`src/rtl/linear_ctl.sv`:
```
// rtl/linear_ctl.sv - gain/offset configuration sequencer for the linear stream stage
// Applies shadowed cfg_mul/cfg_sum immediately, at end of packet, or as a per-transfer gain ramp.
module linear_ctl #(
  parameter int DWM = 16,
  parameter int DWS = 14,
  parameter logic [DWM-1:0] MUL_RST = DWM'(2**(DWM-2)),
  parameter logic [DWS-1:0] SUM_RST = '0
) (
  input  logic           ACLK,
  input  logic           ARESETn,
  input  logic [DWM-1:0] reg_mul,
  input  logic [DWS-1:0] reg_sum,
  input  logic [1:0]     reg_mode,
  input  logic [DWM-2:0] reg_step,
  input  logic           reg_wen,
  input  logic           reg_abort,
  input  logic           str_tvalid,
  input  logic           str_tready,
  input  logic           str_tlast,
  output logic [DWM-1:0] cfg_mul,
  output logic [DWS-1:0] cfg_sum,
  output logic           sts_busy,
  output logic           sts_done
);

  typedef enum logic [1:0] {IDLE, WAIT_EOP, RAMP} state_t;

  state_t         r_state;
  state_t         w_state_nxt;
  logic [DWM-1:0] r_mul;
  logic [DWS-1:0] r_sum;
  logic [DWM-1:0] r_tgt_mul;
  logic [DWS-1:0] r_tgt_sum;
  logic [DWM-2:0] r_step;
  logic           r_busy;
  logic           r_done;

  logic           w_xfer;
  logic           w_eop;
  logic           w_imm;
  logic [DWM:0]   w_diff;
  logic [DWM:0]   w_abs;
  logic           w_ramp_last;
  logic [DWM-1:0] w_ramp_mul;
  logic [DWM-1:0] w_mul_nxt;
  logic [DWS-1:0] w_sum_nxt;
  logic           w_done_nxt;

  assign w_xfer = str_tvalid & str_tready;
  assign w_eop  = w_xfer & str_tlast;
  // Reserved mode and a zero-step ramp both collapse to an immediate apply.
  assign w_imm  = (reg_mode == 2'd0) || (reg_mode == 2'd3) ||
                  ((reg_mode == 2'd2) && (reg_step == '0));

  // Distance to target carried one bit wider so full-scale swings cannot wrap.
  assign w_diff      = {r_tgt_mul[DWM-1], r_tgt_mul} - {r_mul[DWM-1], r_mul};
  assign w_abs       = w_diff[DWM] ? (~w_diff + 1'b1) : w_diff;
  assign w_ramp_last = (w_abs <= {2'b00, r_step});
  assign w_ramp_mul  = w_diff[DWM] ? (r_mul - {1'b0, r_step}) : (r_mul + {1'b0, r_step});

  always_comb begin
    w_state_nxt = r_state;
    w_mul_nxt   = r_mul;
    w_sum_nxt   = r_sum;
    w_done_nxt  = 1'b0;
    if (reg_wen) begin
      if (w_imm) begin
        w_mul_nxt   = reg_mul;
        w_sum_nxt   = reg_sum;
        w_done_nxt  = 1'b1;
        w_state_nxt = IDLE;
      end else if (reg_mode == 2'd1) begin
        w_state_nxt = WAIT_EOP;
      end else begin
        w_state_nxt = RAMP;
      end
    end else begin
      case (r_state)
        WAIT_EOP: begin
          if (reg_abort) begin
            w_state_nxt = IDLE;
          end else if (w_eop) begin
            w_mul_nxt   = r_tgt_mul;
            w_sum_nxt   = r_tgt_sum;
            w_done_nxt  = 1'b1;
            w_state_nxt = IDLE;
          end
        end
        RAMP: begin
          if (reg_abort) begin
            w_state_nxt = IDLE;
          end else if (w_xfer) begin
            if (w_ramp_last) begin
              w_mul_nxt   = r_tgt_mul;
              w_sum_nxt   = r_tgt_sum;
              w_done_nxt  = 1'b1;
              w_state_nxt = IDLE;
            end else begin
              w_mul_nxt = w_ramp_mul;
            end
          end
        end
        default: w_state_nxt = IDLE;
      endcase
    end
  end

  always_ff @(posedge ACLK or negedge ARESETn) begin
    if (!ARESETn) begin
      r_state   <= IDLE;
      r_mul     <= MUL_RST;
      r_sum     <= SUM_RST;
      r_tgt_mul <= MUL_RST;
      r_tgt_sum <= SUM_RST;
      r_step    <= '0;
      r_busy    <= 1'b0;
      r_done    <= 1'b0;
    end else begin
      r_state <= w_state_nxt;
      r_mul   <= w_mul_nxt;
      r_sum   <= w_sum_nxt;
      r_busy  <= (w_state_nxt != IDLE);
      r_done  <= w_done_nxt;
      if (reg_wen) begin
        r_tgt_mul <= reg_mul;
        r_tgt_sum <= reg_sum;
        r_step    <= reg_step;
      end
    end
  end

  assign cfg_mul  = r_mul;
  assign cfg_sum  = r_sum;
  assign sts_busy = r_busy;
  assign sts_done = r_done;

endmodule

```
`config.mk`:
```
export PLATFORM = sky130hd
export DESIGN_NAME = linear_ctl
export DESIGN_NICKNAME = d
export VERILOG_FILES = /design/src/rtl/linear_ctl.sv
export SDC_FILE = /design/constraint.sdc
export NUM_CORES = 1
export LEC_CHECK = 0
export CAP_MARGIN = 40
export CORE_MARGIN = 3
export CORE_UTILIZATION = 50
export CTS_CLUSTER_DIAMETER = 40
export DETAILED_ROUTE_END_ITERATION = 6
export PLACE_DENSITY_LB_ADDON = 0.1
export SLEW_MARGIN = 10
export SYNTH_ARGS = -nofsm -noshare
export SYNTH_HDL_FRONTEND = slang
export SYNTH_SLANG_ARGS = --single-unit
```
`constraint.sdc`:
```
create_clock -name ACLK -period 5.2 [get_ports ACLK]
set_input_delay 1.04 -clock ACLK [delete_from_list [all_inputs] [get_ports ACLK]]
set_output_delay 1.04 -clock ACLK [all_outputs]
set_load 0.05 [all_outputs]
```
=== Word level (Yosys, flattened, before mapping) ===
Index checks and enable logic that the tools add are counted.
W data, S select, Z words.

* Bits in registers: 79
* Bits of input ports: 54
* Output and inout bits: 32
* Word-level logic and storage cells: 71

* $add $sub $neg: 4
* Order comparisons: 1
* Equal/unequal tests: 11
* Mux-type cells: 35
* Bitwise logic cells: 3
* Reductions and logical operators: 9

{| class="wikitable"
|+ Operator list
! operator !! number
|-
| $mux W16 || 8
|-
| $mux W14 || 7
|-
| $pmux W16 S2 || 1
|-
| $pmux W14 S2 || 1
|-
| $add A17 B1 Y17 const B || 1
|-
| $le A17 B15 Y1 || 1
|-
| $mux W17 || 1
|-
| $not A17 Y17 || 1
|-
| $sub A16 B16 Y17 || 1
|-
| $add A16 B15 Y16 || 1
|-
| $mux W2 || 8
|-
| $sub A16 B15 Y16 || 1
|-
| $logic_not A15 Y1 || 1
|-
| $ne A3 B3 Y1 const B || 5
|-
| $mux W1 || 7
|-
| $reduce_and A7 Y1 || 1
|-
| $eq A2 B2 Y1 const B || 3
|-
| $reduce_and A6 Y1 || 1
|-
| $eq A2 B1 Y1 const B || 2
|-
| $pmux W2 S2 || 1
|-
| $reduce_bool A3 Y1 || 1
|-
| $and A1 B1 Y1 || 2
|-
| $logic_not A2 Y1 || 1
|-
| $logic_or A1 B1 Y1 || 2
|-
| 4 further kinds || 4
|}

=== Longest topological paths before layout ===
* Depth after elaboration: 11
* Depth in mapped cells: 23

=== Least setup slack after synthesis ===
OpenSTA, ideal clock, no wires.

* Path type: register to register
* Start: register r_mul[0], in the netlist cfg_mul[0]
* End: register r_sum[0], in the netlist cfg_sum[0]
* Setup time: 0.127 ns
* Data arrival time: 5.236 ns
* Slack: -0.163 ns
* Stages on the path, launching flop included: 21
* Buffers on the path: 1
* Clock period less this slack: 5.363 ns
* Cells stage by stage: dfrtp_1 ha_1 fa_1 nand2b_1 a21o_1 a311oi_1 and2_1 nand4_1 or4_4 nor2b_1 xnor2_1 ha_1 nand4_1 or4_1 nand3_1 o211a_1 o311ai_4 o21ai_4 o21a_4 buf_6 mux2_1

* Cells in the longest elaborated chain, start to end: 7

{| class="wikitable"
|+ RTL lines
! item !! line !! source
|-
| from (decl) || 30 || <nowiki>logic [DWM-1:0] r_mul;</nowiki>
|-
| from (signal assigned) || 120 || <nowiki>r_mul <= w_mul_nxt;</nowiki>
|-
| $sub A16 B16 Y17 (*) || 56 || <nowiki>assign w_diff = {r_tgt_mul[DWM-1], r_tgt_mul} - {r_mul[DWM-1], r_mul};</nowiki>
|-
| $not A17 Y17 || 57 || <nowiki>assign w_abs = w_diff[DWM] ? (~w_diff + 1'b1) : w_diff;</nowiki>
|-
| $add A17 B1 Y17 || 57 ||
|-
| $mux W17 (*) || 57 ||
|-
| $le A17 B15 Y1 (*) || 58 || <nowiki>assign w_ramp_last = (w_abs <= {2'b00, r_step});</nowiki>
|-
| $ne A3 B3 Y1 (no line) (*) || - ||
|-
| $reduce_and A7 Y1 (no line) (*) || - ||
|-
| to (signal assigned) || 121 || <nowiki>r_sum <= w_sum_nxt;</nowiki>
|-
| to (decl) || 31 || <nowiki>logic [DWS-1:0] r_sum;</nowiki>
|}

Every way passes the cells marked *; elsewhere a longest branch is shown, timed or not.
A chain may end at the register's enable or synchronous reset.

=== Worst setup path after layout ===
* Start: register r_mul[0], in the netlist cfg_mul[0]
* End: register r_mul[3], in the netlist cfg_mul[3]

* Cells in the longest elaborated chain, start to end: 10
* Elaborated cells on any way between the ends: 13

{| class="wikitable"
|+ RTL lines
! item !! line !! source
|-
| $sub A16 B16 Y17 || 56 ||
|-
| $not A17 Y17 || 57 ||
|-
| $add A17 B1 Y17 || 57 ||
|-
| $mux W17 || 57 ||
|-
| $le A17 B15 Y1 || 58 ||
|-
| $mux W16 (*) || 93 || <nowiki>if (w_ramp_last) begin</nowiki>
|-
| $mux W16 (*) || 92 || <nowiki>end else if (w_xfer) begin</nowiki>
|-
| $mux W16 (*) || 90 || <nowiki>if (reg_abort) begin</nowiki>
|-
| $pmux W16 S2 (*) || 78 || <nowiki>case (r_state)</nowiki>
|-
| $mux W16 (*) || 66 || <nowiki>if (reg_wen) begin</nowiki>
|}

Every way passes the cells marked *; elsewhere a longest branch is shown, timed or not. The select of a mux whose other input is x is not followed.

==> flow_summary.toml <==
[worst_hold_path]
hold_depth = 1
hp-class = "flop to flop"

[setup_path]
path_class = "flop to flop"
worstSetupStartpointType = "flop"
cp_data_required_time_ns = 5.40
worst_r2r_path_depth = 21
cp.arrival_ns = 5.45
cp_max_fo = 5
slowest_stage = "or4_4"
max_stage_delay_ns = 0.60
cp_cell_sequence = "ha_4 -> fa_2 -> nand2b_4 -> a21o_1 -> a311oi_2 -> and2_4 -> nand4_1 -> or4_4 -> nor2b_4 -> xnor2_1 -> ha_1 -> nand4_1 -> or4_4 -> nand3_2 -> o211a_1 -> o311ai_4 -> o21ai_4 -> clkbuf_16 -> buf_4 -> mux2i_1 -> o21ai_1"
end_kind = "flop"

[floorplanning]
die_h_um = 115
coreArea_um2 = 11600
initial_core_util = 0.516
die_w_um = 115
io_pins = 86
num_rows = 39
die-area_um2 = 13300

[grt]
grt_pass1_vias = 5174
grt_first_pass_wirelength_mm = 25.5
grt_antenna_before_repair = 0
grt.total_usage = 0.242
grt_overflow = 0
grt_max_degree = 65

[pwr]
p_seq_frac = 0.214
p_sw_mw = 1.52
p_sw_frac = 0.424
power_density_nw_per_um2 = 463
power.share.clock = 0.193
total_power_mw = 3.59
ir_worst_vdd_mv = 0.351
power.internal_mw = 2.07
p_comb_frac = 0.593
leakage_nw = 3.51

[synth]
synth_warnings = 0
synth_edf_count = 0
synth.distinct_cells = 68
synth.avg_cell_area_um2 = 8.80
seq_area_frac_synth = 0.331
syn-num-nets = 787
synthFlopType = "dfrtp_1"
synth_area_um2 = 5970
synthArstFlopShare = 1.00
synth_seq_cells = 79
netlist_instances = 679

[place]
port-buffer-count = 85
dp_hpwl_mm = 12.1
gp_congestion = 0.915
post-place-ws_ns = -0.0294

[timing]
fmax_ghz = 0.190
worstMarginPinSlew_ns = 0.850
finalSetupTns_ns = -0.184
finalCritPeriodShare = 1.01
whs_ns = 0.494
slew_viol_final = 0
slew_headroom = 0.428
setup_viol = 13
finalHoldViolCount = 0
period_needed_ns = 5.26
fin_ws_ns = -0.0556
rsz0062_at_grt = "true"
fin_skew_ns = 0.00603

[drt]
ant_nets = 0
drc = 0
num_vias = 5395
wl_per_cell_um = 17.8
via_per_inst = 5.79
drtIter0Drc = 399
drt_first_pass_iters = 7
routed_wl_mm = 16.6

[cells_and_area]
seq_area_um2 = 1980
syn2layout_area_growth_pct = 29.9
mostFrequentLayoutCells = "clkdlybuf4s50_1, dfrtp_1, nand2_1"
nFillCells = 901
multi_input_area_um2 = 3910
layout.nets = 892
num_antenna_cells = 0
drive_gt1_frac = 0.163
final_common_cell = "clkdlybuf4s50_1"

[clock_network]
hold_buffers = 0
root_buffer = "clkbuf_16"
cts_max_level = 3
clk_latency_ns = 0.35
cts_buffers = 9
clock_path_buffers = 2
cts_tree = "built"
clk_pin_slew_ns = 0.06
clock-sinks = 79

[run]
max-cap-violations = 0

[run_status]
violations = "negative setup slack"
outcome = "finished with violations"
critical path: cells and delay by family, from the launching register on:
kind / cells / cell delay [ns]
simple gates: 8 / 2.04
compound gates: 6 / 1.16
fa+ha+maj: 3 / 0.84
flops: 1 / 0.42
buf+inv: 2 / 0.32
mux: 1 / 0.22
xor+xnor: 1 / 0.12
sequential cells by signal, summed over array words and instances, names as in the netlist:
signal	flops
r_step	15
sts_done	1
cfg_mul	16
r_tgt_sum	14
r_tgt_mul	16
r_state	2
cfg_sum	14
sts_busy	1
logic make-up (layout without fill, tap and decap cells):
| family | after synthesis | count (layout) | synth area share |
|---|---|---|---|
| simple gates | 185 | 185 | 0.149 |
| compound gates | 191 | 192 | 0.206 |
| buf+inv | 83 | 192 | 0.0547 |
| mux | 44 | 44 | 0.0802 |
| fa+ha+maj | 54 | 54 | 0.116 |
| flops | 79 | 79 | 0.331 |
| xor+xnor | 43 | 43 | 0.0631 |
cell type report:
| cell class | instances | area share |
|---|---|---|
| multi-input combinational | 518 | 0.504 |
| sequential | 79 | 0.256 |
| timing repair buffer | 115 | 0.146 |
| clock buffer | 10 | 0.0295 |
| inverter | 61 | 0.0295 |
| tap | 143 | 0.0231 |
| clock inverter | 6 | 0.0118 |
worst paths after layout:
check | startpoint | to | slack, ns
setup / recovery | cfg_mul[0] | cfg_mul[3] | -0.06
hold / removal | r_tgt_sum[4] | r_tgt_sum[4] | 0.49
setup reg to reg | cfg_mul[0] | cfg_mul[3] | -0.06
hold reg to reg | r_tgt_sum[4] | r_tgt_sum[4] | 0.49
max in group asynchronous | ARESETn | r_tgt_mul[14] | 4.03
min in group asynchronous | ARESETn | r_tgt_mul[13] | 0.56
routing by layer:
layer  wire [µm]  track usage
met1        7320        0.340
met2        7720        0.379
met3        1270       0.0637
met4         276       0.0516
met5           0            0
what timing repair did:
item / 4_1_cts / 5_1_grt
hold endpoints to repair: 0 / 0
pin swaps: 0 / 13
cloned: 0 / 2
resized for setup: 1 / 53
endpoints found under the setup margin: 4 / 34
buffers inserted: 0 / 14
power groups by stage:
stage	combinational, mW	clock, mW	sequential [mW]
after detailed placement	1.93	0	0.774
after floorplan	1.26	0	0.937
after global routing	2.33	0.728	0.779
final	2.13	0.693	0.768
after global placement	1.87	0	0.771
after CTS	1.94	0.708	0.765
metrics by stage:
stage	util	cells	area, µm²
after CTS	0.640	916	7400
after global placement	0.609	899	7050
final	0.671	932	7760
after detailed placement	0.612	900	7070
after floorplan	-	679	6000
after global routing	0.671	932	7760
cells in the mapped netlist, types with 3 or more instances:
| cell | instances | area share |
|---|---|---|
| xnor2_1 | 34 | 0.050 |
| clkbuf_1 | 17 | 0.011 |
| nor3_1 | 8 | 0.0067 |
| mux2_1 | 10 | 0.019 |
| or2_2 | 6 | 0.0063 |
| or3_1 | 5 | 0.0052 |
| inv_1 | 61 | 0.038 |
| xor2_1 | 9 | 0.013 |
| nand3b_1 | 4 | 0.0050 |
| dfrtp_1 | 77 | 0.32 |
| ha_1 | 52 | 0.11 |
| nor4_1 | 8 | 0.0084 |
| nand3_1 | 12 | 0.010 |
| a31oi_1 | 3 | 0.0031 |
| a211o_1 | 5 | 0.0073 |
| nand2_1 | 70 | 0.044 |
| o31ai_1 | 8 | 0.010 |
| a211oi_1 | 5 | 0.0063 |
| nor2b_1 | 9 | 0.0094 |
| a21oi_1 | 32 | 0.027 |
| mux2i_1 | 13 | 0.022 |
| o21ai_0 | 70 | 0.059 |
| mux2_2 | 21 | 0.040 |
| nor2_1 | 35 | 0.022 |
| o21a_1 | 8 | 0.010 |
| o211ai_1 | 3 | 0.0038 |
| o21ai_1 | 15 | 0.013 |
| nand2b_1 | 10 | 0.010 |
| a21o_1 | 12 | 0.015 |
| nand4_1 | 8 | 0.0084 |
(Power assumes the default switching activity.)
